## config.mk

```make
export PLATFORM = sky130hd
export DESIGN_NAME = tdc_sched
export DESIGN_NICKNAME = d
export VERILOG_FILES = /design/src/rtl/tdc_sched.sv
export SDC_FILE = /design/constraint.sdc
export NUM_CORES = 1
export LEC_CHECK = 0
export ABC_AREA = 1
export ABC_CLOCK_PERIOD_IN_PS = 6750
export CAP_MARGIN = 30
export CORE_UTILIZATION = 55
export CTS_CLUSTER_DIAMETER = 80
export DETAILED_ROUTE_END_ITERATION = 16
export PLACE_DENSITY = 0.95
export SLEW_MARGIN = 40
export SYNTH_ARGS = -nofsm -noshare
export SYNTH_HDL_FRONTEND = slang
export SYNTH_SLANG_ARGS = --single-unit
```

## constraint.sdc

```tcl
create_clock -name wb_clk_i -period 6.75 [get_ports wb_clk_i]
set_clock_uncertainty 0.15 [all_clocks]
set_input_delay 1.35 -clock wb_clk_i [delete_from_list [all_inputs] [get_ports wb_clk_i]]
set_output_delay 1.35 -clock wb_clk_i [all_outputs]
set_load 0.02 [all_outputs]
```

## src/rtl/tdc_sched.sv

```systemverilog
// Round-robin scheduler for NCHAN TDC channels: grants one completed capture per cycle
// into a small result FIFO and pulses the granted channel's rearm the following cycle.
module tdc_sched #(
    parameter int NCHAN = 4,
    parameter int TW    = 16,
    parameter int DEPTH = 4
) (
    input  logic                wb_clk_i,
    input  logic                wb_rst_i,
    input  logic                en_i,
    input  logic [NCHAN-1:0]    mask_i,
    input  logic [NCHAN-1:0]    done_i,
    input  logic [NCHAN*TW-1:0] time_i,
    output logic [NCHAN-1:0]    rearm_o,
    input  logic                rd_i,
    output logic                valid_o,
    output logic [TW+1:0]       data_o,
    output logic [2:0]          count_o,
    output logic                stall_o
);
    localparam int CW = $clog2(NCHAN);
    localparam int AW = $clog2(DEPTH);

    typedef enum logic [1:0] {IDLE, ARM, RUN} state_t;

    state_t           state_q, state_d;
    logic [NCHAN-1:0] inflight_q;
    logic [CW-1:0]    last_q;
    logic             stall_q;
    logic [TW+1:0]    mem [DEPTH];
    logic [AW-1:0]    wr_ptr_q, rd_ptr_q;
    logic [2:0]       count_q;

    logic             run;
    logic             full, empty;
    logic [NCHAN-1:0] pending;
    logic             gnt_vld;
    logic [CW-1:0]    gnt_idx;
    logic             do_grant, do_pop;

    assign full    = (count_q == 3'(DEPTH));
    assign empty   = (count_q == 3'd0);
    assign pending = done_i & mask_i & ~inflight_q;

    // NOTE: every signal written here gets a default first so no path leaves it unassigned (no latch).
    always_comb begin
        state_d = state_q;
        run     = 1'b0;
        rearm_o = inflight_q;
        case (state_q)
            IDLE: if (en_i) state_d = ARM;
            ARM: begin
                rearm_o = inflight_q | mask_i;
                state_d = en_i ? RUN : IDLE;
            end
            RUN: begin
                run = 1'b1;
                if (!en_i) state_d = IDLE;
            end
            default: state_d = IDLE;
        endcase
    end

    // Search starts one past the last grant; power-of-two NCHAN makes the wrap free.
    always_comb begin
        logic [CW-1:0] cand;
        cand    = '0;
        gnt_vld = 1'b0;
        gnt_idx = '0;
        for (int i = 0; i < NCHAN; i++) begin
            cand = last_q + CW'(i + 1);
            if (!gnt_vld && pending[cand]) begin
                gnt_vld = 1'b1;
                gnt_idx = cand;
            end
        end
    end

    // Fullness is judged at cycle start, so a same-cycle pop never makes room for a grant.
    assign do_grant = run && gnt_vld && !full;
    assign do_pop   = rd_i && !empty;

    // NOTE: state registers use non-blocking assignments so every flop samples pre-edge values.
    always_ff @(posedge wb_clk_i) begin
        if (wb_rst_i) begin
            state_q    <= IDLE;
            inflight_q <= '0;
            last_q     <= CW'(NCHAN - 1);
            stall_q    <= 1'b0;
            wr_ptr_q   <= '0;
            rd_ptr_q   <= '0;
            count_q    <= 3'd0;
        end else begin
            state_q    <= state_d;
            inflight_q <= do_grant ? (NCHAN'(1) << gnt_idx) : '0;
            stall_q    <= run && (pending != '0) && full;
            if (do_grant) begin
                last_q   <= gnt_idx;
                wr_ptr_q <= wr_ptr_q + AW'(1);
            end
            if (do_pop) rd_ptr_q <= rd_ptr_q + AW'(1);
            count_q <= count_q + {2'b00, do_grant} - {2'b00, do_pop};
        end
    end

    // NOTE: storage is not reset; the pointers and count define which entries are meaningful.
    always_ff @(posedge wb_clk_i) begin
        if (do_grant && !wb_rst_i)
            mem[wr_ptr_q] <= {2'(gnt_idx), time_i[int'(gnt_idx)*TW +: TW]};
    end

    assign valid_o = !empty;
    assign data_o  = empty ? '0 : mem[rd_ptr_q];
    assign count_o = count_q;
    assign stall_o = stall_q;
endmodule

```

After elaboration in Yosys (flattened, before gate mapping) --
Memories as Yosys holds them, arrays and structs flattened. A register that Yosys moved wholly into a read port is not among the register bits. Index checks and enable logic that the tools add are counted.
Storage, ports and cells: bits in registers 16, memories kept 1, output and inout bits 27, input port bits 76, RAM bits 72
Memory list:
- mem | words 4, bits a word 18, rd ports 1, clocked after Yosys merged registers in 1, wr ports 1, line 30 | logic [TW+1:0] mem [DEPTH];
Operators by class: muxes and demuxes 27, add/sub/neg operators 7, bitwise gates (word level) 5, shift-type cells 2, reduce and logical (&&, ||, !) cells 20, equal/unequal tests 5, order comparisons 4
Operator list (number):
- indexed part select 64 x 7 -> 16 bit | 1
- 2-to-1 mux 18 bit | 1
- 2-to-1 mux 2 bit | 9
- less-than comparator 2 x 3 -> 1 bit (second input constant) | 4
- 2-to-1 mux 1 bit | 11
- logical AND 1 bit | 9
- bitwise AND 4 bit | 2
- binary-select mux 1 bit (select 2 bit) | 4
- adder 2 x 1 -> 2 bit (second input constant) | 3
- zero test 1 bit | 6
- case mux 2 bit (3 select lines) | 1
- adder 2 bit (second input constant) | 2
- 2-to-1 mux 4 bit | 1
- inequality test 2 bit (second input constant) | 2
- inverter 4 bit | 1
- bitwise OR 4 bit | 1
- nonzero test 4 bit | 1
- left shift 1 x 2 -> 4 bit (first input constant) | 1
- adder 3 x 1 -> 3 bit | 1
- equality test 3 bit (second input constant) | 1
- zero test 3 bit | 1
- subtractor 3 x 1 -> 3 bit | 1
- equality test 2 x 1 -> 1 bit (second input constant) | 1
- equality test 2 bit (second input constant) | 1
- 4 further kinds | 4

Logic depth before layout (Yosys ltp) --
Gate-level depths: netlist of run 1.
word-level depth 19, depth in mapped cells 15, mapped depth without buffers 14

Least setup slack after synthesis of run 1 --
Ideal clock, no wire load.
path kind input to register, from in mask_i[0], to mem mem[0][0] (netlist bit) (enable), path slack 3225 ps, data arrival time 2983 ps, library setup time 393 ps, stages 6, cell sequence nand3_1 -> nand4_1 -> nand2_1 -> nor2_1 -> inv_1 -> nor2_1
Between the ends: longest elaborated chain between the ends 19, elaborated cells on any way between the ends 25, classes of those cells mux: 14; bitwise: 2; reduce/logical: 9
RTL lines:
- start, declared | line 11 | input logic [NCHAN-1:0] mask_i,
- bitwise AND 4 bit * (2 in a row) | line 43 | assign pending = done_i & mask_i & ~inflight_q;
- binary-select mux 1 bit (select 2 bit) | line 72 | if (!gnt_vld && pending[cand]) begin
- 2-to-1 mux 1 bit (not written as such) | line 72
- 2-to-1 mux 1 bit | line 72
- zero test 1 bit | line 72
- logical AND 1 bit | line 72
- 2-to-1 mux 1 bit | line 72
- zero test 1 bit | line 72
- logical AND 1 bit | line 72
- 2-to-1 mux 1 bit | line 72
- zero test 1 bit | line 72
- logical AND 1 bit | line 72
- 2-to-1 mux 1 bit * | line 72
- logical AND 1 bit * (2 in a row) | line 80 | assign do_grant = run && gnt_vld && !full;
- logical AND 1 bit * | line 108 | if (do_grant && !wb_rst_i)
- 2-to-1 mux 1 bit * | line 108
- 2-to-1 mux 1 bit (not written as such) * | line 109 | mem[wr_ptr_q] <= {2'(gnt_idx), time_i[int'(gnt_idx)*TW +: TW]};
- end, declared | line 30
Every way passes the cells marked *; elsewhere a longest branch is shown, timed or not. The select of a mux whose other input is x is not followed.

==> metrics.sh, run 1 <==
GLOBALROUTE.TOTALOVERFLOW=0
WORSTHOLDPATHCELLS=1
FP.DIEAREA_UM2=9100
START_KIND='register'
INSTANCE_AREA_AT_PLACEMENT_UM2=5850
DETAIL_ROUTE.FIRST_PASS.ITERATIONS=7
WORSTREG2REGEND='mem[3][13]'
MAX_FREQ_MHz=212
VIAS=4287
SYNTHESIS.AREA_UM2=4800
CTSROOTBUFFERMASTER='clkbuf_8'
VIA_PER_INST=5.58
POST-DP-HPWL_UM=8310
CLOCK_SINKS=90
LAYOUT-AREA-OVERHEAD-VS-SYNTH_PCT=26.0
POST_ROUTE_CELLS_DRIVE_ABOVE_1_SHARE_PCT=7.99
POWER.IR.VDD_WORST_uV=147
HOLD-PATH-ENDPOINT='state_q[0]'
NUMBER_OF_NETS_STILL_FAILING_ANTENNA_CHECKS_AFTER_ROUTING=0
LARGEST_NET_DEGREE_AT_THE_START_OF_GLOBAL_ROUTING=38
PLACEMENT.SETUP.WORST_SLACK_NS=2.47
OVERALL_ROUTED_NET_LENGTH_UM=12000
GR-USAGE-ALL-LAYERS_PCT=28.2
CTS.REPAIR_TIMING.SETUP_BUFFER_COUNT=0
CLOCK_INSERTION_DELAY_WORST_SKEW_NS=0.37
DIE_WIDTH_UM=95.4
WIRE_LENGTH_OF_THE_FIRST_GLOBAL_ROUTING_PASS_UM=19100
CELL_INTERNAL_PWR_uW=1090
SYNTH-WARNING-COUNT=0
YS_TOP_CELLS_BY_COUNT='88 x nor2_1, 87 x inv_1, 86 x nand2_1, 72 x edfxtp_1, 39 x nand3_1'
CRITICAL_PATH.ENDPOINT_TYPE='output pin'
FINAL_NET_COUNT=741
INITIALDRTVIOLATIONCOUNT=288
FINAL_MIN_PERIOD_OVER_CLOCK_PERIOD_PCT=69.7
AREA_SHARE_OF_THE_LARGEST_CELL_TYPE_AFTER_SYNTHESIS_PCT=45.1
R2R_PATH_START='last_q[0]'
WORST_ENDPOINT_DATA_ARRIVAL_TIME_NS=3.21
CRIT_TYPE='register to output pin'
AREA_OF_THE_MULTI_INPUT_GATES_UM2=1760
R2R.WORST_PATH.CELLS=11
CAP_VIOLATIONS=0
OUTCOME='complete, no violations'
DETAILROUTE.WIRELENGTH.MET2_UM=6030
NET-SWITCHING-POWER_uW=685
TIMING.SLEW.HEADROOM_PCT=52.2
DIE_H_UM=95.4
CTS.PATH.MAX_BUFFERS=2
WORST-R2R-SETUP-SLACK_NS=3.59
CLOCK_TREE.HTREE_LEVEL_COUNT=3
POWER.COMBINATIONAL.FRACTION_PCT=42.3
FF_LATCH_COUNT_SYNTH=90
SYNTH.TOP_CELLS.BY_AREA='edfxtp_1 45%, dfxtp_1 7.5%, nor2_1 6.9%, inv_1 6.8%, nand2_1 6.7%'
LEAKAGEPOWER_uW=0.00254
IO_PINS=103
HIGHEST-SIGNAL-LAYER='met4'
CLK_PIN_SLEW_WORST_PATHS_NS=0.09
SYNTH.DISTINCT_CELLS=28
YS_DOMINANT_REG_CELL='edfxtp_1'
CTS-HOLD-FIX-BUFFERS=0
NUM_ROWS=33
CLOCK_POWER_SHARE_PCT=19.7
PERIOD_MINUS_SLACK_NS=4.71
ROUTE.MET3.WL_UM=1010
TRITONCTS='done'
POSTLAYOUTSETUPSLACKWORST_NS=2.04
CRIT_PATH_MAX_FANOUT=19
SYNTH_NETS=647
GRT_SETUP_UNREPAIRED='false'
INITIAL_CORE_UTIL_PCT=57.5
HOLD_START='state_q[1]'
INSERTEDDIODECOUNT=0
MAX_SLEW.WORST_PIN.SLEW_NS=0.716
LAYOUT.CELLS.NON_FILLER=768
LAYOUT.CELL_AREA.NON_FILLER_UM2=6040
SYNTHESIS.INSTANCES=564
VIA_COUNT_OF_THE_FIRST_GLOBAL_ROUTING_PASS=4078
PORT_BUFFERS=102
SEQ_AREA_FRAC_SYNTH_PCT=52.6
POWER.SWITCHING_FRACTION_PCT=38.6
DESIGN.CORE.AREA_UM2=8340
ANTENNA_FOUND_INITIAL=0
REMAINING_DRC_ERRORS=0
NUMPLACEDINSTANCES=752
SYNTH.MOST_COMMON_CELL='nor2_1'
ASYNC_RESET_FF_SHARE_PCT=0
DRV_SLEW=0
POWER.DENSITY_CELL_AREA_nW_PER_UM2=293
CTS.REPAIR.RESIZED=0
WORST-ENDPOINT-REQUIRED_NS=5.25
GP_ROUTABILITY_CONGESTION=0.886
SYNTHESIS.AREA_PER_INSTANCE_UM2=8.51
NFILLCELLS=581
POWER.SHARE.SEQUENTIAL_PCT=37.9
HOLD_PATH_CLASS='register to register'
FINAL_UTIL_PCT=72.4
DRT-WIRELENGTH-PER-CELL_UM=15.6
MET1_LENGTH_UM=4530
FINAL_HOLD_VIOL_COUNT=0
CTS_MADE_BUFFERS=9
SETUP_VIOL_COUNT_FINAL=0
SEQUENTIAL_CELL_AREA_UM2=2520
TIMING.SETUP.TNS_NS=0
SYNTH_EDF_COUNT=72
SYNTH.LARGEST_AREA_CELL='edfxtp_1'
## power by group through the flow
| stage | combinational [µW] | sequential, µW | clock [µW] |
|---|---|---|---|
| final | 750 | 672 | 350 |
| after global routing | 818 | 675 | 368 |
| after CTS | 742 | 672 | 350 |
| after detailed placement | 736 | 684 | 0 |
| after global placement | 709 | 681 | 0 |
| after floorplan | 432 | 684 | 0 |
## worst max-delay path, stage by stage, from the launching register on
cell and delay [ns]:
dfxtp_1 0.79, clkinv_1 0.72, nor2_1 0.31, o21ai_0 0.15, a21oi_1 0.21, clkdlybuf4s50_1 0.66
## cells by family after synthesis
| group | synth area share (%) |
|---|---|
| AO/OA/AOI/OAI | 7.20 |
| XOR/XNOR | 0.183 |
| adder cells (fa/ha/maj) | 1.98 |
| buffers and inverters | 10.7 |
| flip-flops | 52.6 |
| AND/OR/NAND/NOR | 27.4 |
## cell type report
| type | instances | area share [%] |
|---|---|---|
| Timing Repair Buffer | 109 | 17.8 |
| Tap cell | 105 | 2.17 |
| Clock buffer | 9 | 2.05 |
| Multi-Input combinational cell | 353 | 29.2 |
| Sequential cell | 90 | 41.7 |
| Inverter | 95 | 5.98 |
| Clock inverter | 7 | 1.10 |
## cell usage in the layout, fill, tap and decap left out, drive strengths merged
cell and n:
o21ai 43, inv 98, nor3 4, nor2 89, nand4 37, clkbuf 9
clkdlybuf4s50 102, nand2 94, xnor2 1, buf 7, a21oi 26, fa 1
edfxtp 72, clkinv 4, dfxtp 18, nand3 52, ha 6
## flip-flops by register name, indices dropped and copies added (netlist names), named ones only
| signal | cells |
|---|---|
| stall_o | 1 |
| inflight_q | 4 |
| mem | 72 |
| last_q | 2 |
| state_q | 2 |
| wr_ptr_q | 2 |
| rd_ptr_q | 2 |
| count_o | 3 |
## per-stage QoR
step	power [µW]	hold slack, ns
global placement	1390	0.256
finish	1770	0.291
global route	1860	0.307
detailed placement	1420	0.268
floorplan	1120	0.249
CTS	1760	0.292
## metal layers
metal	global-route usage [%]	vias up
li1	-	2048
met1	35.3	1927
met2	47.0	271
met3	3.43	41
met4	16.2	0
met5	0	-
## how the worst max path moves through the flow
| stage | end | cells after the start |
|---|---|---|
| after floorplan | mem[0][0] | 6 |
| after global placement | mem[2][5] | 12 |
| after detailed placement | mem[2][5] | 12 |
| after CTS | data_o[13] | 5 |
| after global routing | data_o[13] | 5 |
| final | data_o[13] | 5 |
(Power assumes the default switching activity.)
==> run 2: changes to the inputs <==
ABC_CLOCK_PERIOD_IN_PS = 4100   (was 6750)
CORE_UTILIZATION = 46   (was 55)
PLACE_DENSITY = 0.85   (was 0.95)
clock period = 4.1 ns   (was 6.75 ns; I/O delays follow)
==> metrics.sh, run 2 (synthesis gave the netlist of run 1 again) <==
CRITICAL-PATH-SLOWEST-CELL='clkdlybuf4s50_1'  # was dfxtp_1
FINAL_CELL_MIX='102 x clkdlybuf4s50_1, 88 x nor2_1, 87 x inv_1'  # unchanged
VIA_PER_INST=5.27  # was 5.58
LARGEST_REG_FLOPS=72  # unchanged
START_KIND='register'  # unchanged
TIMING.SLEW.HEADROOM_PCT=62.8  # was 52.2%
TRITONCTS='done'  # unchanged
CLOCK_POWER_SHARE_PCT=22.7  # was 19.7%
LAYOUT.CELLS.NON_FILLER=799  # was 768
HOLD-PATH-ENDPOINT='state_q[0]'  # unchanged
REMAINING_DRC_ERRORS=0  # unchanged
INITIAL_CORE_UTIL_PCT=48.2  # was 57.5%
CRIT_TYPE='register to output pin'  # unchanged
WORSTREG2REGEND='mem[0][2]'  # was mem[3][13]
FINAL_NET_COUNT=744  # was 741
PERIOD_MINUS_SLACK_NS=3.61
WORST_ENDPOINT_DATA_ARRIVAL_TIME_NS=2.64  # was 3.21 ns
CTS.REPAIR.RESIZED=0  # unchanged
PORT_BUFFERS=102  # unchanged
NUMBER_OF_NETS_STILL_FAILING_ANTENNA_CHECKS_AFTER_ROUTING=0  # unchanged
INSTANCE_AREA_AT_PLACEMENT_UM2=5910  # was 5850 µm²
LAYOUT.CELL_AREA.NON_FILLER_UM2=6140  # was 6040 µm²
LARGEST-REGISTER='mem'  # unchanged
CRITICAL_PATH.ENDPOINT_TYPE='output pin'  # unchanged
VIA_COUNT_OF_THE_FIRST_GLOBAL_ROUTING_PASS=3935  # was 4,078
HOLD_PATH_CLASS='register to register'  # unchanged
CTS.PATH.MAX_BUFFERS=2  # unchanged
DRT-WIRELENGTH-PER-CELL_UM=14.5  # was 15.6 µm
LARGEST_NET_DEGREE_AT_THE_START_OF_GLOBAL_ROUTING=37  # was 38
DETAIL_ROUTE.FIRST_PASS.ITERATIONS=5  # was 7
FP.DIEAREA_UM2=10800  # was 9100 µm²
CLOCK_SINKS=90  # unchanged
OVERALL_ROUTED_NET_LENGTH_UM=11500  # was 12,000 µm
R2R_PATH_START='last_q[0]'  # unchanged
GP_ROUTABILITY_CONGESTION=0.852  # was 0.886
MAX_SLEW.WORST_PIN.SLEW_NS=0.554  # was 0.716 ns
CLOCK_INSERTION_DELAY_WORST_SKEW_NS=0.36  # was 0.37 ns
CLK_PIN_SLEW_WORST_PATHS_NS=0.09  # about the same
WIRE_LENGTH_OF_THE_FIRST_GLOBAL_ROUTING_PASS_UM=18500  # was 19,100 µm
CTS_MADE_BUFFERS=9  # unchanged
OUTCOME='complete, no violations'  # unchanged
LAYOUT.CELLS.MOST_COMMON='clkdlybuf4s50_1'  # unchanged
POST_ROUTE_CELLS_DRIVE_ABOVE_1_SHARE_PCT=8.41  # was 7.99%
WORST-R2R-SETUP-SLACK_NS=1.55  # was 3.59 ns
POST-DP-HPWL_UM=8220  # was 8310 µm
WORST_PATH_DOMINANT_CELL_FAMILY='buffers and inverters'  # unchanged
LAYOUT-AREA-OVERHEAD-VS-SYNTH_PCT=28.0  # was 26.0%
WORST-ENDPOINT-REQUIRED_NS=3.13  # was 5.25 ns
GRT_SETUP_UNREPAIRED='false'  # unchanged
FINAL_MIN_PERIOD_OVER_CLOCK_PERIOD_PCT=88.0
INSERTEDDIODECOUNT=0  # unchanged
R2R.WORST_PATH.CELLS=12  # was 11
GR-USAGE-ALL-LAYERS_PCT=21.6  # was 28.2%
DESIGN.CORE.AREA_UM2=9950  # was 8340 µm²
NUM_ROWS=36  # was 33
POWER.IR.VDD_WORST_uV=241  # was 147 µV
POWER.DENSITY_CELL_AREA_nW_PER_UM2=492  # was 293 nW/µm²
CELL_INTERNAL_PWR_uW=1910  # was 1090 µW
CTS-HOLD-FIX-BUFFERS=0  # unchanged
INITIALDRTVIOLATIONCOUNT=257  # was 288
WORSTHOLDPATHCELLS=1  # unchanged
CAP_VIOLATIONS=0  # unchanged
GLOBALROUTE.TOTALOVERFLOW=0  # unchanged
POWER.SWITCHING_FRACTION_PCT=36.7  # was 38.6%
PLACEMENT.SETUP.WORST_SLACK_NS=0.874  # was 2.47 ns
CTS.REPAIR_TIMING.SETUP_BUFFER_COUNT=0  # unchanged
HOLD_START='state_q[1]'  # unchanged
FINAL_HOLD_VIOL_COUNT=0  # unchanged
MAX_FREQ_MHz=277
NUMPLACEDINSTANCES=783  # was 752
DIE_H_UM=104  # was 95.4 µm
CRIT_PATH_LARGEST_CELL_DELAY_NS=0.63  # was 0.79 ns
ANTENNA_FOUND_INITIAL=0  # unchanged
LEAKAGEPOWER_uW=0.00257  # was 0.00254 µW
PATH_BUF_INV=3  # was 2
DIE_WIDTH_UM=104  # was 95.4 µm
TIMING.HOLD.WS_NS=0.286  # was 0.291 ns
POWER.COMBINATIONAL.FRACTION_PCT=40.6  # was 42.3%
POWER.SHARE.SEQUENTIAL_PCT=36.7  # was 37.9%
TIMING.SETUP.TNS_NS=0  # unchanged
IO_PINS=103  # unchanged
CP_CELL_SEQUENCE='buf_4 -> clkinv_1 -> nor2_1 -> o21ai_0 -> a21oi_1 -> clkdlybuf4s50_1'  # was clkinv_1 -> nor2_1 -> o21ai_0 -> a21oi_1 -> clkdlybuf4s50_1
DRV_SLEW=0  # unchanged
VIAS=4207  # was 4,287
CTSROOTBUFFERMASTER='clkbuf_8'  # unchanged
CLOCK_TREE.HTREE_LEVEL_COUNT=3  # unchanged
NET-SWITCHING-POWER_uW=1110  # was 685 µW
POSTLAYOUTSETUPSLACKWORST_NS=0.491  # was 2.04 ns
SETUP_VIOL_COUNT_FINAL=0  # unchanged
CRIT_PATH_MAX_FANOUT=19  # unchanged
==> run 2: cell types whose count changed in the layout (fill, tap and decap cells not counted) <==
| cell | previous run | this run |
|---|---|---|
| buf_4 | 7 | 10 |
| bufinv_16 | 0 | 2 |
| clkinv_4 | 2 | 1 |
| inv_8 | 2 | 1 |
==> run 2: power groups by stage <==
stage	registers, µW	logic, µW	clock network [µW]
2_1_floorplan	1130	711	0
3_3_place_gp	1120	1180	0
3_5_place_dp	1130	1220	0
4_1_cts	1110	1220	690
5_1_grt	1110	1330	725
6_report	1110	1220	686
==> run 2: worst max path at each step <==
stage	startpoint	to	depth (start not counted)
after floorplan	mask_i[0]	mem[0][0]	6
after global placement	mask_i[0]	mem[2][5]	13
after detailed placement	mask_i[0]	mem[3][2]	13
after CTS	register	data_o[12]	6
after global routing	register	data_o[12]	6
final	register	data_o[8]	6
==> run 2: final cells by class <==
cell class	count	area, µm²
multi-input combinational	353	1760
timing repair buffer	112	1100
sequential	90	2520
tap	133	166
inverter	95	362
clock buffer	9	124
clock inverter	7	106
fill	813	3810
==> run 2: through the flow <==
stage / total power, µW / utilization [%]
CTS: 3020 / 61.7
global route: 3170 / 61.7
floorplan: 1840 / -
detailed placement: 2350 / 59.4
finish: 3020 / 61.7
global placement: 2300 / 59.4
==> run 2: layer usage <==
layer	routed length, µm	up-vias	track usage, %
met5	0	-	0
met4	310	0	9.39
met3	702	22	3.82
met2	5560	184	36.3
met1	4970	1947	27.4
li1	-	2054	-
